--- config.mk ---
export PLATFORM = sky130hd
export DESIGN_NAME = vga_scope_multi_flat
export DESIGN_NICKNAME = d
export VERILOG_FILES = /design/src/rtl/vga_scope_multi_if.sv /design/src/rtl/vga_scope_multi.sv /design/src/flat_wrapper.sv
export SDC_FILE = /design/constraint.sdc
export NUM_CORES = 1
export LEC_CHECK = 0
export CAP_MARGIN = 10
export CELL_PAD_IN_SITES_DETAIL_PLACEMENT = 2
export CELL_PAD_IN_SITES_GLOBAL_PLACEMENT = 2
export CORE_ASPECT_RATIO = 1.5
export CORE_UTILIZATION = 43
export CTS_BUF_LIST = sky130_fd_sc_hd__clkbuf_4 sky130_fd_sc_hd__clkbuf_8
export DETAILED_ROUTE_END_ITERATION = 16
export GPL_ROUTABILITY_DRIVEN = 0
export HOLD_SLACK_MARGIN = 0.08
export MAX_ROUTING_LAYER = met4
export PLACE_DENSITY_LB_ADDON = 0.1
export SLEW_MARGIN = 20
export SYNTH_ARGS = -nofsm -noshare
export SYNTH_HDL_FRONTEND = slang
export SYNTH_SLANG_ARGS = --single-unit
--- constraint.sdc ---
create_clock -name clock -period 5.2 [get_ports clock]
set_clock_uncertainty 0.2 [all_clocks]
set_input_delay 1.04 -clock clock [delete_from_list [all_inputs] [get_ports clock]]
set_output_delay 1.04 -clock clock [all_outputs]
set_load 0.03 [all_outputs]
--- src/rtl/vga_scope_multi_if.sv ---
// Video-side bundle of the multi-channel scope renderer.
//   master : the sample source / display consumer (drives ena, dat, freeze,
//            grid_en; receives sync, strobes and colour)
//   slave  : the renderer itself
// Signals:
//   ena      pixel enable
//   dat      packed samples, channel k = dat[k*SW +: SW]
//   freeze   suppress sample capture
//   grid_en  draw grid lines inside the windows
//   hsync    active-low horizontal sync (registered)
//   vsync    active-low vertical sync (registered)
//   hline    capture strobe (combinational)
//   frame    one-clock pulse at x=0,y=0 (registered)
//   r,g,b    2-bit colour components (registered)
interface vga_scope_multi_if #(
  parameter int unsigned NCH = 2,
  parameter int unsigned SW  = 4
);
  logic               ena;
  logic [NCH*SW-1:0]  dat;
  logic               freeze;
  logic               grid_en;
  logic               hsync;
  logic               vsync;
  logic               hline;
  logic               frame;
  logic [1:0]         r;
  logic [1:0]         g;
  logic [1:0]         b;

  modport master (
    output ena, dat, freeze, grid_en,
    input  hsync, vsync, hline, frame, r, g, b
  );

  modport slave (
    input  ena, dat, freeze, grid_en,
    output hsync, vsync, hline, frame, r, g, b
  );
endinterface

--- src/rtl/vga_scope_multi.sv ---
// Multi-channel VGA oscilloscope renderer, 640x480@60 (800x525 total).
// Once per odd scanline each channel's SW-bit sample is captured; every
// channel is drawn in its own CH_W-pixel window as a horizontal bar spanning
// min..max of its previous and current sample, over a checker background,
// with an optional grid. All video outputs are registered (1 enabled clock
// of latency relative to x,y).
// Ports:
//   clock  pixel clock
//   reset  synchronous, active-high; has priority over bus.ena
//   bus    vga_scope_multi_if slave modport (ena, dat, freeze, grid_en in;
//          hsync, vsync, hline, frame, r, g, b out)
module vga_scope_multi #(
  parameter int unsigned NCH   = 2,
  parameter int unsigned SW    = 4,
  parameter int unsigned CH_W  = 128,
  parameter int unsigned GAP   = 64,
  parameter int unsigned X0    = 96,
  parameter logic [5:0]  TRACE = 6'h3f,
  parameter logic [5:0]  GRIDC = 6'h15
) (
  input logic clock,
  input logic reset,
  vga_scope_multi_if.slave bus
);

  localparam int unsigned LW    = $clog2(CH_W);
  localparam int unsigned U     = CH_W >> SW;
  localparam int unsigned PITCH = CH_W + GAP;

  if (NCH < 1 || NCH > 4) begin : g_bad_nch
    $error("NCH must be 1..4");
  end
  if (SW < 1 || SW > 4) begin : g_bad_sw
    $error("SW must be 1..4");
  end
  if (CH_W < 16 || CH_W > 256 || (CH_W & (CH_W - 1)) != 0) begin : g_bad_chw
    $error("CH_W must be a power of two in 16..256");
  end
  if (X0 + NCH * CH_W + (NCH - 1) * GAP > 640) begin : g_bad_fit
    $error("channel windows do not fit in 640 pixels");
  end

  // Raster counters
  logic [9:0] x, y;
  logic [9:0] nx, ny;

  always_comb begin
    nx = x + 10'd1;
    ny = y;
    if (x == 10'd799) begin
      nx = '0;
      ny = (y == 10'd524) ? '0 : y + 10'd1;
    end
  end

  assign bus.hline = bus.ena & (x == 10'd640) & y[0];

  // Window tracker: state/index/local counter describe the current x.
  // Transitions are computed from nx so they land together with x.
  typedef enum logic {W_GAP, W_IN} wstate_t;

  wstate_t        ws_q, ws_d;
  logic [2:0]     widx_q, widx_d;
  logic [10:0]    wst_q, wst_d;
  logic [LW-1:0]  lx_q, lx_d;

  always_comb begin
    ws_d   = ws_q;
    widx_d = widx_q;
    wst_d  = wst_q;
    lx_d   = lx_q + LW'(1);
    if (nx == '0) begin
      ws_d   = (X0 == 0) ? W_IN : W_GAP;
      widx_d = '0;
      wst_d  = 11'(X0);
      lx_d   = '0;
    end else begin
      case (ws_q)
        W_IN: begin
          if (lx_q == LW'(CH_W - 1)) begin
            widx_d = widx_q + 3'd1;
            wst_d  = wst_q + 11'(PITCH);
            lx_d   = '0;
            // Abutting windows (GAP==0) re-enter immediately.
            ws_d   = (GAP == 0 && (widx_q + 3'd1) < 3'(NCH)) ? W_IN : W_GAP;
          end
        end
        W_GAP: begin
          if (widx_q < 3'(NCH) && {1'b0, nx} == wst_q) begin
            ws_d = W_IN;
            lx_d = '0;
          end
        end
        default: ws_d = W_GAP;
      endcase
    end
  end

  // Sample storage
  logic [SW-1:0] cur  [NCH];
  logic [SW-1:0] prev [NCH];
  logic [SW-1:0] lo   [NCH];
  logic [SW-1:0] hi   [NCH];

  // Pixel decode for the current x,y
  logic [SW-1:0]  lo_s, hi_s;
  logic [LW+1:0]  lx_e, lo_px, hi_lim;
  logic           trace_hit, visible;
  logic [5:0]     bg, pix_d;
  logic           hs_d, vs_d, fr_d;

  always_comb begin
    lo_s = '0;
    hi_s = '0;
    for (int unsigned k = 0; k < NCH; k++) begin
      if (widx_q == 3'(k)) begin
        lo_s = lo[k];
        hi_s = hi[k];
      end
    end
    lx_e   = (LW+2)'(lx_q);
    lo_px  = (LW+2)'(lo_s) * (LW+2)'(U);
    // Upper end compared as lx+1 <= hi*U + U/2 so U==1 needs no negative term.
    hi_lim = (LW+2)'(hi_s) * (LW+2)'(U) + (LW+2)'(U / 2);
    trace_hit = (lx_e >= lo_px) && ((lx_e + (LW+2)'(1)) <= hi_lim);

    visible = (x < 10'd640) && (y < 10'd480);
    bg      = (x[6:1] ^ y[6:1]) & 6'b011000;

    pix_d = '0;
    if (visible) begin
      if (ws_q == W_IN) begin
        if (trace_hit)
          pix_d = TRACE;
        else if (bus.grid_en && lx_q[3:0] == 4'd0)
          pix_d = GRIDC;
        else
          pix_d = bg;
      end else begin
        pix_d = bg;
      end
    end

    hs_d = !((x >= 10'd656) && (x <= 10'd751));
    vs_d = !((y >= 10'd490) && (y <= 10'd491));
    fr_d = (x == '0) && (y == '0);
  end

  logic       hs_q, vs_q, fr_q;
  logic [5:0] pix_q;

  always_ff @(posedge clock) begin
    if (reset) begin
      x      <= '0;
      y      <= '0;
      ws_q   <= (X0 == 0) ? W_IN : W_GAP;
      widx_q <= '0;
      wst_q  <= 11'(X0);
      lx_q   <= '0;
      for (int unsigned k = 0; k < NCH; k++) begin
        cur[k]  <= '0;
        prev[k] <= '0;
        lo[k]   <= '0;
        hi[k]   <= '0;
      end
      hs_q  <= 1'b1;
      vs_q  <= 1'b1;
      fr_q  <= 1'b0;
      pix_q <= '0;
    end else if (bus.ena) begin
      x      <= nx;
      y      <= ny;
      ws_q   <= ws_d;
      widx_q <= widx_d;
      wst_q  <= wst_d;
      lx_q   <= lx_d;
      for (int unsigned k = 0; k < NCH; k++) begin
        if (x == 10'd640 && y[0] && !bus.freeze) begin
          prev[k] <= cur[k];
          cur[k]  <= bus.dat[k*SW +: SW];
        end
        // min/max trail the capture by one enabled cycle
        lo[k] <= (prev[k] < cur[k]) ? prev[k] : cur[k];
        hi[k] <= (prev[k] < cur[k]) ? cur[k]  : prev[k];
      end
      hs_q  <= hs_d;
      vs_q  <= vs_d;
      fr_q  <= fr_d;
      pix_q <= pix_d;
    end
  end

  assign bus.hsync = hs_q;
  assign bus.vsync = vs_q;
  assign bus.frame = fr_q;
  assign bus.r     = pix_q[5:4];
  assign bus.g     = pix_q[3:2];
  assign bus.b     = pix_q[1:0];

endmodule

--- src/flat_wrapper.sv ---
// flat-port wrapper written by rule: the top's interface ports become plain ports
module vga_scope_multi_flat 
#(
  parameter int unsigned NCH   = 2,
  parameter int unsigned SW    = 4,
  parameter int unsigned CH_W  = 128,
  parameter int unsigned GAP   = 64,
  parameter int unsigned X0    = 96,
  parameter logic [5:0]  TRACE = 6'h3f,
  parameter logic [5:0]  GRIDC = 6'h15
)
  (clock, reset, bus_ena, bus_dat, bus_freeze, bus_grid_en, bus_hsync, bus_vsync, bus_hline, bus_frame, bus_r, bus_g, bus_b);
  vga_scope_multi_if #(.NCH(NCH), .SW(SW)) bus_i ();
  input logic clock;
  input logic reset;
  input wire logic [$bits(bus_i.ena)-1:0] bus_ena;
  input wire logic [$bits(bus_i.dat)-1:0] bus_dat;
  input wire logic [$bits(bus_i.freeze)-1:0] bus_freeze;
  input wire logic [$bits(bus_i.grid_en)-1:0] bus_grid_en;
  output wire logic [$bits(bus_i.hsync)-1:0] bus_hsync;
  output wire logic [$bits(bus_i.vsync)-1:0] bus_vsync;
  output wire logic [$bits(bus_i.hline)-1:0] bus_hline;
  output wire logic [$bits(bus_i.frame)-1:0] bus_frame;
  output wire logic [$bits(bus_i.r)-1:0] bus_r;
  output wire logic [$bits(bus_i.g)-1:0] bus_g;
  output wire logic [$bits(bus_i.b)-1:0] bus_b;
  assign bus_i.ena = bus_ena;
  assign bus_i.dat = bus_dat;
  assign bus_i.freeze = bus_freeze;
  assign bus_i.grid_en = bus_grid_en;
  assign bus_hsync = bus_i.hsync;
  assign bus_vsync = bus_i.vsync;
  assign bus_hline = bus_i.hline;
  assign bus_frame = bus_i.frame;
  assign bus_r = bus_i.r;
  assign bus_g = bus_i.g;
  assign bus_b = bus_i.b;
  vga_scope_multi #(.NCH(NCH), .SW(SW), .CH_W(CH_W), .GAP(GAP), .X0(X0), .TRACE(TRACE), .GRIDC(GRIDC)) u_core (.clock(clock), .reset(reset), .bus(bus_i));
endmodule
After elaboration in Yosys (flattened, before gate mapping). Memory sizes are Yosys's and may differ from the RTL's. Cells that the tools add are included.

Bits in registers: 51. Bits in writable memories: 32. Input bits: 13. Output and inout bits: 10. Logic and storage cells: 116. Memories kept: 4.

Memories: u_core.cur (depth 2, bits a word 4, read ports 2, clocked after Yosys merged registers in 0, write ports 2, RTL line vga_scope_multi.sv:100) `logic [SW-1:0] cur [NCH];`; u_core.hi (depth 2, bits a word 4, read ports 2, clocked after Yosys merged registers in 0, write ports 2, RTL line vga_scope_multi.sv:103) `logic [SW-1:0] hi [NCH];`; u_core.lo (depth 2, bits a word 4, read ports 2, clocked after Yosys merged registers in 0, write ports 2, RTL line vga_scope_multi.sv:102) `logic [SW-1:0] lo [NCH];`; u_core.prev (depth 2, bits a word 4, read ports 2, clocked after Yosys merged registers in 0, write ports 2, RTL line vga_scope_multi.sv:101) `logic [SW-1:0] prev [NCH];`.

$add $sub $neg: 7. $lt $le $gt $ge: 11. Eq/ne operators: 6. Multiplexer cells: 45. Bitwise gates (word level): 12. Reduce and logical (&&, ||, !) cells: 21.

Operator list (number): two-way mux 4 bit (16); two-way mux 11 bit (3); equality test 10 bit (second input constant) (3); zero test 10 bit (3); two-way mux 7 bit (3); adder 10 x 1 -> 10 bit (second input constant) (2); two-way mux 10 bit (2); two-way mux 6 bit (3); case mux 7 bit (2 select lines) (1); two-way mux 1 bit (12); adder 11 x 8 -> 11 bit (second input constant) (1); equality test 10 x 11 -> 1 bit (1); greater-or-equal comparator 10 bit (second input constant) (1); greater-or-equal comparator 10 x 9 -> 1 bit (second input constant) (1); <= comparator 10 bit (second input constant) (1); <= comparator 10 x 9 -> 1 bit (second input constant) (1); less-than comparator 10 bit (second input constant) (1); less-than comparator 10 x 9 -> 1 bit (second input constant) (1); <= comparator 9 bit (1); logical AND 1 bit (9); two-way mux 3 bit (3); adder 7 x 1 -> 8 bit (second input constant) (1); adder 7 x 3 -> 8 bit (second input constant) (1); less-than comparator 4 bit (2); other kinds (18) (29).

Logic depth before layout (Yosys ltp). Gate-level depths: netlist of the first run.

Depth after elaboration: 9. Gate-level depth with buffers: 15. Mapped depth without buffers: 13.

Worst setup path before layout of the first run. Ideal clock, no wire load.

Path kind: reg-to-reg. Start point: register u_core.widx_q[1]. End point: register u_core.pix_q[2]. Library setup time: 60 ps. Data arrival time: 2981 ps. Path slack: 1959 ps. Cell stages (with the launch flop): 15. Path through: dfxtp_1 inv_1 ha_1 clkbuf_1 nor2b_1 clkbuf_1 a22oi_1 or2_2 ha_1 a21o_1 a21o_1 a21o_1 a21o_1 a2111oi_2 a221o_1.

Longest elaborated chain between the ends: 9. Elaborated cells between the ends (all ways): 13. Those cells by class: 1 x add/sub; 2 x order compare; 1 x eq/ne; 7 x mux; 2 x reduce/logical.

Ends and longest elaborated chain: from (decl) (RTL line vga_scope_multi.sv:63) `logic [2:0] widx_q, widx_d;`; from (signal assigned) (RTL line vga_scope_multi.sv:174) `widx_q <= widx_d;`; zero test 3 bit (RTL line vga_scope_multi.sv:116) `if (widx_q == 3'(k)) begin`; two-way mux 4 bit (2 in series) (RTL line vga_scope_multi.sv:116); adder 7 x 3 -> 8 bit (RTL line vga_scope_multi.sv:124) `hi_lim = (LW+2)'(hi_s) * (LW+2)'(U) + (LW+2)'(U / 2);`; <= comparator 9 bit (RTL line vga_scope_multi.sv:125) `trace_hit = (lx_e >= lo_px) && ((lx_e + (LW+2)'(1)) <= hi_lim);`; logical AND 1 bit * (RTL line vga_scope_multi.sv:125); two-way mux 6 bit * (RTL line vga_scope_multi.sv:133) `if (trace_hit)`; two-way mux 6 bit * (RTL line vga_scope_multi.sv:132) `if (ws_q == W_IN) begin`; two-way mux 6 bit * (RTL line vga_scope_multi.sv:131) `if (visible) begin`; to (signal assigned) (RTL line vga_scope_multi.sv:189) `pix_q <= pix_d;`; to (decl) (RTL line vga_scope_multi.sv:150) `logic [5:0] pix_q;`.

Every way passes the cells marked *; elsewhere a longest branch is shown, timed or not. A chain may end at the register's enable or synchronous reset.

Worst setup path in the final report of the first run.
Start point: input bus_ena. End point: output bus_hline.

Longest elaborated chain between the ends: 2.

Ends and longest elaborated chain: from (decl) (RTL line flat_wrapper.sv:16) `input wire logic [$bits(bus_i.ena)-1:0] bus_ena;`; AND 1 bit (2 in series) (RTL line vga_scope_multi.sv:56) `assign bus.hline = bus.ena & (x == 10'd640) & y[0];`; to (decl) (RTL line flat_wrapper.sv:22) `output wire logic [$bits(bus_i.hline)-1:0] bus_hline;`.

No other way between the ends.

==> impl_results.md, run 1 <==
* Status: finished clean
* Top Ports at 23
* Layout Nets at 526
* Final ANT Viol Nets at 0
* CTS tree: done
* Hold WC Path Type: reg2reg
* Max frequency at 0.2416 GHz
* Critical path class: in2out
* Area growth syn-to-layout at 10.91%
* Pwr Total at 1274 uW
* Overall routing resource usage at 24.34%
* Min Tclk post-route at 4.139 ns
* Root buffer cell: clkbuf_8
* Worst VDD drop at 137.9 uV
* FP Rows at 45
* Slew Viols, Final at 0
* Ys async rst share at 0%
* Synthesized area per cell at 9.497 sq um
* Via-per-instance ratio at 5.641
* Slew headroom at 39.31%
* Clock Tree Buf Depth at 2
* Post-CTS Setup Repair Bufs at 0
* RSZ-0062 raised after global routing: false
* Overall die width at 85.72 microns
* Area leader, netlist: edfxtp_1
* WL final at 11920 microns
* Register area share after synthesis at 40.74%
* Pwr dens at 254.0 mW/mm^2
* Most common cell after layout, fill and taps aside: nor2_1
* Vias in the first global route at 3950
* Share of layout cells above drive strength 1 at 8.811%
* Worst R2R End: u_core.pix_q[3]$_SDFFE_PP0P_
* First DRT Iteration DRCs at 146
* Reg2reg start: u_core.widx_q[1]$_SDFFE_PP0P_
* Later-pin clock latency in the skew report at 0.36 ns
* Post-synth EDFFs at 32
* Synth warn at 0
* CP arrival at 2.90 ns
* Largest net degree at the start of global routing at 23
* Initial Utilization at 44.36%
* # DRC at 0
* Yosys cell types at 66
* Leak at 0.002011 uW
* Initial antenna violation count at 0
* Final Hold Fails at 0
* Tcrit/Tclk final at 79.60%
* Total grt overflow at 0
* Post-Syn Instances at 476
* Ys flop type: dfxtp_1
* Synthesized flop and latch total at 76
* Worst Hold Path Cells at 2
* Crit start category: input port
* Yosys top cell area share at 21.26%
* Total CTS buffers at 9
* Synthesized cell area at 0.004521 sq mm
* DIE AREA at 0.01094 sq mm
* Crit path max fanout at 9
* Final core occ at 49.20%
* Via count at 3548
* IO buf count at 22
* Flop2flop setup slack at 1.54 ns
* Hold_buf cts at 0
* Core Area at 0.01019 sq mm
* Global-route wire length before repair at 19650 microns
* Final setup fails at 0
* CTS Sinks at 76
* Clk pin slew, worst setup/hold paths at 0.08 ns
* Hold path startpoint: u_core.bus.frame$_SDFFE_PP0P_
* TNS Setup at 0 ns
* Most frequent cells in the layout: nor2_1 (58), dfxtp_1 (44), edfxtp_1 (32), ha_1 (30), inv_1 (28)
* N_diodes at 0
* Largest cells by area after synthesis: edfxtp_1 (21%), dfxtp_1 (19%), ha_1 (8.3%)
* R2R cell count at 12
* Die height at 127.6 microns
* Htree depth at 3
* DP HPWL at 8937 microns
* Drt pass-1 iters at 5
* Slew @ Worst Pin at 0.9070 ns
* Avg WL per Cell at 18.94 microns
* Worst Setup End Kind: primary output
* Synth Net Count at 519
* Critical path required time at 3.96 ns
* WHS Endpoint: u_core.bus.frame$_SDFFE_PP0P_
* Number of max-cap violations at 0
* Post-CTS Resized at 0
==> per-stage QoR <==
stage	instances	cell area [sq um]	setup WS (ns)	hold slack [ns]
finish	629	5014	1.061	0.2755
global route	629	5014	0.9487	0.3031
CTS	629	5014	1.048	0.2791
detailed placement	613	4793	1.055	0.2626
global placement	613	4793	1.091	0.2658
floorplan	476	4521	1.959	0.2397
==> synthesized netlist by cell type, types with 7 or more instances <==
| library cell | number |
|---|---|
| a21o_1 | 7 |
| a21oi_1 | 10 |
| a22oi_1 | 9 |
| and2_1 | 12 |
| and3_1 | 8 |
| clkbuf_1 | 16 |
| dfxtp_1 | 44 |
| edfxtp_1 | 32 |
| ha_1 | 30 |
| inv_1 | 28 |
| mux2i_1 | 15 |
| nand2_1 | 27 |
| nand3_1 | 12 |
| nor2_1 | 58 |
| nor2b_1 | 7 |
| nor4_1 | 8 |
| o21ai_0 | 15 |
| or2_2 | 9 |
| xnor2_1 | 16 |
| xor2_1 | 16 |
==> metal layers <==
metal | part of all wire (%) | track usage, % | vias to the layer above
met3 | 2.1 | 3.359 | 26
met4 | 2.6 | 10.20 | 0
met2 | 55 | 44.99 | 54
met1 | 41 | 25.59 | 1771
li1 | - | - | 1697
met5 | 0 | - | -
==> worst max-delay path, stage by stage <==
cell and delay, ns:
clkdlybuf4s50_1 0.49, and4_1 0.24, nand3_1 0.32, inv_1 0.13
clkdlybuf4s50_1 0.68
==> sequential cells by signal (all words and copies together) (netlist names) <==
name	flops
u_core.x	10
u_core.cur	8
u_core.pix_q	4
u_core.wst_q	6
u_core.bus.vsync	1
u_core.lo	8
u_core.lx_q	7
u_core.ws_q	1
u_core.prev	8
u_core.bus.frame	1
u_core.bus.hsync	1
u_core.y	10
u_core.hi	8
u_core.widx_q	3
==> cells by family (layout without fill, tap and decap cells) <==
kind of cell | after synthesis | after routing | synth area share [%]
and+or+nand+nor | 184 | 184 | 21.95
adders and majority gates | 30 | 30 | 8.303
DFF | 76 | 76 | 40.74
xor gates and xnor gates | 33 | 33 | 6.560
AOI/OAI and AO/OA | 81 | 81 | 13.56
buffers and inverters | 57 | 69 | 5.563
muxes | 15 | 15 | 3.321
==> how the worst max path moves through the flow <==
stage | startpoint | to | slack [ns] | cells past startpoint
finish | bus_ena | bus_hline | 1.06 | 5
global route | bus_ena | bus_hline | 0.95 | 5
CTS | bus_ena | bus_hline | 1.05 | 5
detailed placement | bus_ena | bus_hline | 1.06 | 5
global placement | bus_ena | bus_hline | 1.09 | 5
floorplan | u_core.widx_q[1]$_SDFFE_PP0P_ | u_core.pix_q[2]$_SDFFE_PP0P_ | 1.96 | 14
==> layout make-up <==
type	instances	area, sq um
Tap cell	141	176.4
Sequential cell	76	1842
Fill cell	1087	5177
Inverter	28	105.1
Timing Repair Buffer	25	242.7
Clock inverter	6	88.84
Multi-Input combinational cell	343	2427
Clock buffer	10	131.4
==> report_power, final <==
group	internal [uW]	total, uW	switching (uW)
combinational	45.6	104	58.8
clock	276	514	238
sequential	640	656	15.2
total	962	1270	312
(Power assumes the default switching activity.)
==> run 2: changes to the inputs <==
CORE_UTILIZATION = 36   (was 43)
clock period = 3.3 ns   (was 5.2 ns; I/O delays follow)
==> impl_results.md, run 2 (synthesis results as in run 1) <==
* Die height at 139.2 microns (+9.1%)
* Htree depth at 3 (unchanged)
* Most common cell after layout, fill and taps aside: nor2_1
* Cell Area, Placed at 0.004941 sq mm (+3.1%)
* Root buffer cell: clkbuf_8
* Final ANT Viol Nets at 0 (unchanged)
* Vias in the first global route at 3912 (-0.96%)
* # DRC at 0 (unchanged)
* Hold_buf cts at 0 (unchanged)
* Cell Int Power at 1439 uW (+50%)
* Area growth syn-to-layout at 13.92%
* N_diodes at 0 (unchanged)
* Share of layout cells above drive strength 1 at 12.25% (+3.4 points)
* Clock Tree Buf Depth at 2 (unchanged)
* Sequential Power Share at 52.9% (+1.4 points)
* Overall routing resource usage at 20.72% (-3.6 points)
* CTS Sinks at 76 (unchanged)
* Avg WL per Cell at 18.26 microns (-3.6%)
* FP Rows at 49 (+8.9%)
* Drt pass-1 iters at 4 (-1)
* CP arrival at 3.21 ns (+0.31 ns)
* Fillcell total at 1345 (+24%)
* Initial antenna violation count at 0 (unchanged)
* WL final at 12040 microns (+1.0%)
* Top Ports at 23 (unchanged)
* Pwr dens at 379.8 mW/mm^2 (+50%)
* Total grt overflow at 0 (unchanged)
* Post-Place Cells at 643 (+4.9%)
* Hold WS at 0.2844 ns (+0.008912 ns)
* Total CTS buffers at 9 (unchanged)
* RSZ-0062 raised after global routing: false
* Number of max-cap violations at 0 (unchanged)
* Later-pin clock latency in the skew report at 0.36 ns (about the same)
* Post-CTS Setup Repair Bufs at 0 (unchanged)
* Worst VDD drop at 165.9 uV (+20%)
* DIE AREA at 0.01302 sq mm (+19%)
* Logic pwr share at 8.7% (+0.5 points)
* Via-per-instance ratio at 5.417 (-4.0%)
* Final setup fails at 0 (unchanged)
* Overall die width at 93.50 microns (+9.1%)
* Layout Nets at 544 (+3.4%)
* FF+latch area at 0.001842 sq mm (unchanged)
* Largest net degree at the start of global routing at 19 (-17%)
* Top flop regs: u_core.x: 10 flops, u_core.y: 10 flops
* Critical path class: reg2reg
* Status: finished clean
* Leak at 0.002093 uW (+4.1%)
* Worst Setup End Kind: register
* Worst Hold Path Cells at 1 (-1)
* First DRT Iteration DRCs at 61 (-58%)
* Slew Viols, Final at 0 (unchanged)
* Core Area at 0.01214 sq mm (+19%)
* Slew @ Worst Pin at 0.9634 ns (+0.05636 ns)
* CTS tree: done
* Clk pin slew, worst setup/hold paths at 0.09 ns (about the same)
* Crit start category: register
* Global-route wire length before repair at 20180 microns (+2.7%)
* Design area at 0.005150 sq mm (+2.7%)
* Most frequent cells in the layout: nor2_1 (58), dfxtp_1 (44), edfxtp_1 (32), ha_1 (30), inv_1 (28)
* Final Hold Fails at 0 (unchanged)
* Max frequency at 0.3224 GHz
* Multi-input gate area at 0.002440 sq mm (+0.52%)
* IO buf count at 22 (unchanged)
* Layout Cells excl Fill at 659 (+4.8%)
* Initial Utilization at 37.24% (-7.1 points)
* Min Tclk post-route at 3.102 ns
* Critical path required time at 3.41 ns (-0.55 ns)
* Slew headroom at 35.54% (-3.8 points)
* Via count at 3570 (+0.62%)
* DP HPWL at 9440 microns (+5.6%)
* Hold WC Path Type: reg2reg
* Clk pwr share at 38.4% (-1.9 points)
* Sw power at 516.4 uW (+66%)
* Tcrit/Tclk final at 94.00%
* R2R cell count at 12 (unchanged)
* Switching Share at 26.40% (+1.9 points)
* Crit path max fanout at 4 (-5)
* TNS Setup at 0 ns (unchanged)
[run 2: layout make-up]
class,count,area share [%]
flip-flops and latches,76,35.76
inverters,28,2.041
multi-input cells,343,47.38
repair buffers,43,7.289
well taps,153,3.717
clock buffers,9,2.405
clock inverters,7,1.409
[run 2: layer usage]
layer	track usage, %	vias up	part of all wire, %
met5	-	-	0
met4	10.28	0	3.4
met3	2.077	25	1.5
met2	35.53	40	52
met1	23.74	1775	43
li1	-	1730	-
[run 2: worst paths after layout]
path	startpoint	to	slack [ns]
worst min-delay path	u_core.wst_q[5]$_SDFFE_PP1P_	u_core.wst_q[5]$_SDFFE_PP1P_	0.28
worst max-delay path	u_core.widx_q[1]$_SDFFE_PP0P_	u_core.pix_q[2]$_SDFFE_PP0P_	0.20
worst min register to register	u_core.wst_q[5]$_SDFFE_PP1P_	u_core.wst_q[5]$_SDFFE_PP1P_	0.28
worst max register to register	u_core.widx_q[1]$_SDFFE_PP0P_	u_core.pix_q[2]$_SDFFE_PP0P_	0.20
[run 2: critical path, stage by stage (launching register included)]
cell and delay [ns]:
dfxtp_1 0.38, inv_1 0.08, ha_1 0.21, nor2b_1 0.20, a22oi_1 0.10, or2_2 0.28, ha_1 0.29, a21o_1 0.16
a21o_1 0.17, a21o_1 0.17, a21o_1 0.20, a2111oi_4 0.43, a221o_1 0.16
[run 2: what timing repair did]
item / CTS / global route
gates resized for setup: 0 / 1
hold endpoints to repair: 0 / 0
endpoints found under the setup margin: 0 / 3
[run 2: power by group through the flow]
stage	clock [uW]	sequential (uW)	combinational (uW)
global route	810	1040	191
finish	751	1030	170
CTS	777	1040	174
detailed placement	0	1060	173
global placement	0	1050	165
floorplan	0	1050	111
[run 2: stage by stage]
| step | setup WS, ns | total power, uW | util [%] |
|---|---|---|---|
| after floorplan | 0.05899 | 1158 | - |
| after global placement | 0.2628 | 1219 | 40.70 |
| after detailed placement | 0.1295 | 1230 | 40.70 |
| after CTS | 0.06495 | 1986 | 42.32 |
| after global routing | 0.05146 | 2040 | 42.42 |
| final | 0.1980 | 1956 | 42.42 |
==> variant, RTL diff (settings of run 2) <==
`NCH` is set to 2 in 3 places; all go to 1.
--- a/src/rtl/vga_scope_multi_if.sv
+++ b/src/rtl/vga_scope_multi_if.sv
@@ -13,7 +13,7 @@
 //   frame    one-clock pulse at x=0,y=0 (registered)
 //   r,g,b    2-bit colour components (registered)
 interface vga_scope_multi_if #(
-  parameter int unsigned NCH = 2,
+  parameter int unsigned NCH = 1,
   parameter int unsigned SW  = 4
 );
   logic               ena;
--- a/src/rtl/vga_scope_multi.sv
+++ b/src/rtl/vga_scope_multi.sv
@@ -10,7 +10,7 @@
 //   bus    vga_scope_multi_if slave modport (ena, dat, freeze, grid_en in;
 //          hsync, vsync, hline, frame, r, g, b out)
 module vga_scope_multi #(
-  parameter int unsigned NCH   = 2,
+  parameter int unsigned NCH   = 1,
   parameter int unsigned SW    = 4,
   parameter int unsigned CH_W  = 128,
   parameter int unsigned GAP   = 64,
--- a/src/flat_wrapper.sv
+++ b/src/flat_wrapper.sv
@@ -1,7 +1,7 @@
 // flat-port wrapper written by rule: the top's interface ports become plain ports
 module vga_scope_multi_flat 
 #(
-  parameter int unsigned NCH   = 2,
+  parameter int unsigned NCH   = 1,
   parameter int unsigned SW    = 4,
   parameter int unsigned CH_W  = 128,
   parameter int unsigned GAP   = 64,
Ports: changed (resized bus_dat); port bits go from 23 to 19. The function was not compared with the original's and may differ.
==> variant against run 2 <==
Worst hold slack got worse by 0.024 ns. Via count decreased by 13%. Worst setup slack improved by 0.066 ns. Global-route usage increased by 1.9 points. Sequential cell count decreased by 16. Die area decreased by 20%. Wire length decreased by 9.3%. Area after synthesis decreased by 21%. Design area decreased by 21%. Power decreased by 22%. Non-clock buffer count decreased by 12. Critical path type unchanged. Critical endpoint is now u_core.wst_q[8]. Largest power group unchanged.
==> variant: results (changes against run 2) <==
Synth
  – Number of synthesized flops with an enable pin: 16 (-50%)
  – Post-synth top cells: dfxtp_1 (44), nor2_1 (40), nand2_1 (31), ha_1 (24)
  – Mapped Cells: 403 (-15%)
  – Synth top area cells: dfxtp_1 (25%), edfxtp_1 (13%), ha_1 (8.4%)

Global routing
  – Routing usage on met1: 23.91% (+0.17 points)
  – M3 GR Usage: 3.313% (+1.2 points)
  – Vias in the first global route: 3,311 (-15%)

Power
  – Maximum vdd drop: 206.8 uV (+25%)
  – Pleak: 1.607 nW (-23%)

Worst hold path
  – Hold endpoint: u_core.bus.frame
  – Worst hold stages: 2 (+1)

Critical path
  – Worst R2R End: u_core.wst_q[8]
  – Crit path max-delay family: simple AND/OR/NAND/NOR gates
  – Crit-path slowest cell: dfxtp_1
  – R2R Path Start: u_core.x[4]
  – R2r setup slk: 0.26 ns (+0.07 ns)
  – Cells on worst reg2reg path: 8 (-4)
  – Worst stage delay on the critical path: 0.68 ns (+0.25 ns)

Routing
  – 1st-iter DRT viols: 108 (+77%)
  – Vias per std cell: 5.729 (+5.8%)
  – Vias: 3,111 (-13%)

Placement
  – Pre-CTS setup slack: 0.2831 ns (+0.1536 ns)
  – Area after DPL: 0.003900 mm2 (-21%)
  – Dpl hpwl: 8282 um (-12%)
  – # port buffers: 18 (-18%)
  – Placed Instances: 527 (-18%)

Timing
  – Hold WS: 0.2603 ns (-0.02412 ns)

Layout
  – Largest registers: u_core.x x10, u_core.y x10, u_core.lx_q x7
  – Share of cells above drive strength 1: 8.879% (-3.4 points)
  – Final nets: 456 (-16%)

Run status
  – Outcome: completed
variant: cell count changes in the layout (fill, tap and decap cells not counted), sizes merged, moves of 9 or more:
cell,run 2,this run
a21oi,10,22
nor2,58,40
nand4,7,16
edfxtp,32,16
variant: report_power, final:
part           internal [mW]  switching (mW)  total, mW
Clock                  0.274           0.329      0.603
Sequential             0.773          0.0176      0.791
Combinational         0.0505          0.0767      0.127
variant: layer usage:
layer	vias up	share of wire [%]
met5	-	0
met4	0	2.0
met3	17	1.5
met2	30	54
met1	1560	42
li1	1504	-
variant: worst max-delay path by stage:
| stage | slack (ns) | end | start | cells after the start |
|---|---|---|---|---|
| final | 0.26 | u_core.wst_q[8] | u_core.x[4] | 8 |
| after detailed placement | 0.28 | u_core.widx_q[2] | u_core.x[4] | 8 |
| after global routing | 0.07 | u_core.wst_q[8] | u_core.x[4] | 8 |
| after floorplan | 0.76 | u_core.pix_q[2] | u_core.widx_q[0] | 12 |
| after global placement | 0.42 | u_core.widx_q[2] | u_core.x[4] | 8 |
| after CTS | 0.26 | u_core.widx_q[2] | u_core.x[4] | 8 |
variant: kinds of logic after synthesis:
group | count (synthesis) | synth area share (%)
AND/OR/NAND/NOR | 153 | 23.13
flip-flops | 60 | 38.02
buffers and inverters | 45 | 5.206
AO/OA/AOI/OAI | 93 | 18.17
adder cells (fa/ha/maj) | 24 | 8.386
multiplexers | 7 | 1.957
XOR/XNOR | 21 | 5.136
variant: area by class of cell:
cell class,instances,area [um2]
Clock buffer,9,123.9
Inverter,23,86.33
Timing Repair Buffer,31,275.3
Fill cell,1094,5614
Clock inverter,7,51.30
Tap cell,115,143.9
Sequential cell,60,1361
Multi-Input combinational cell,298,2033
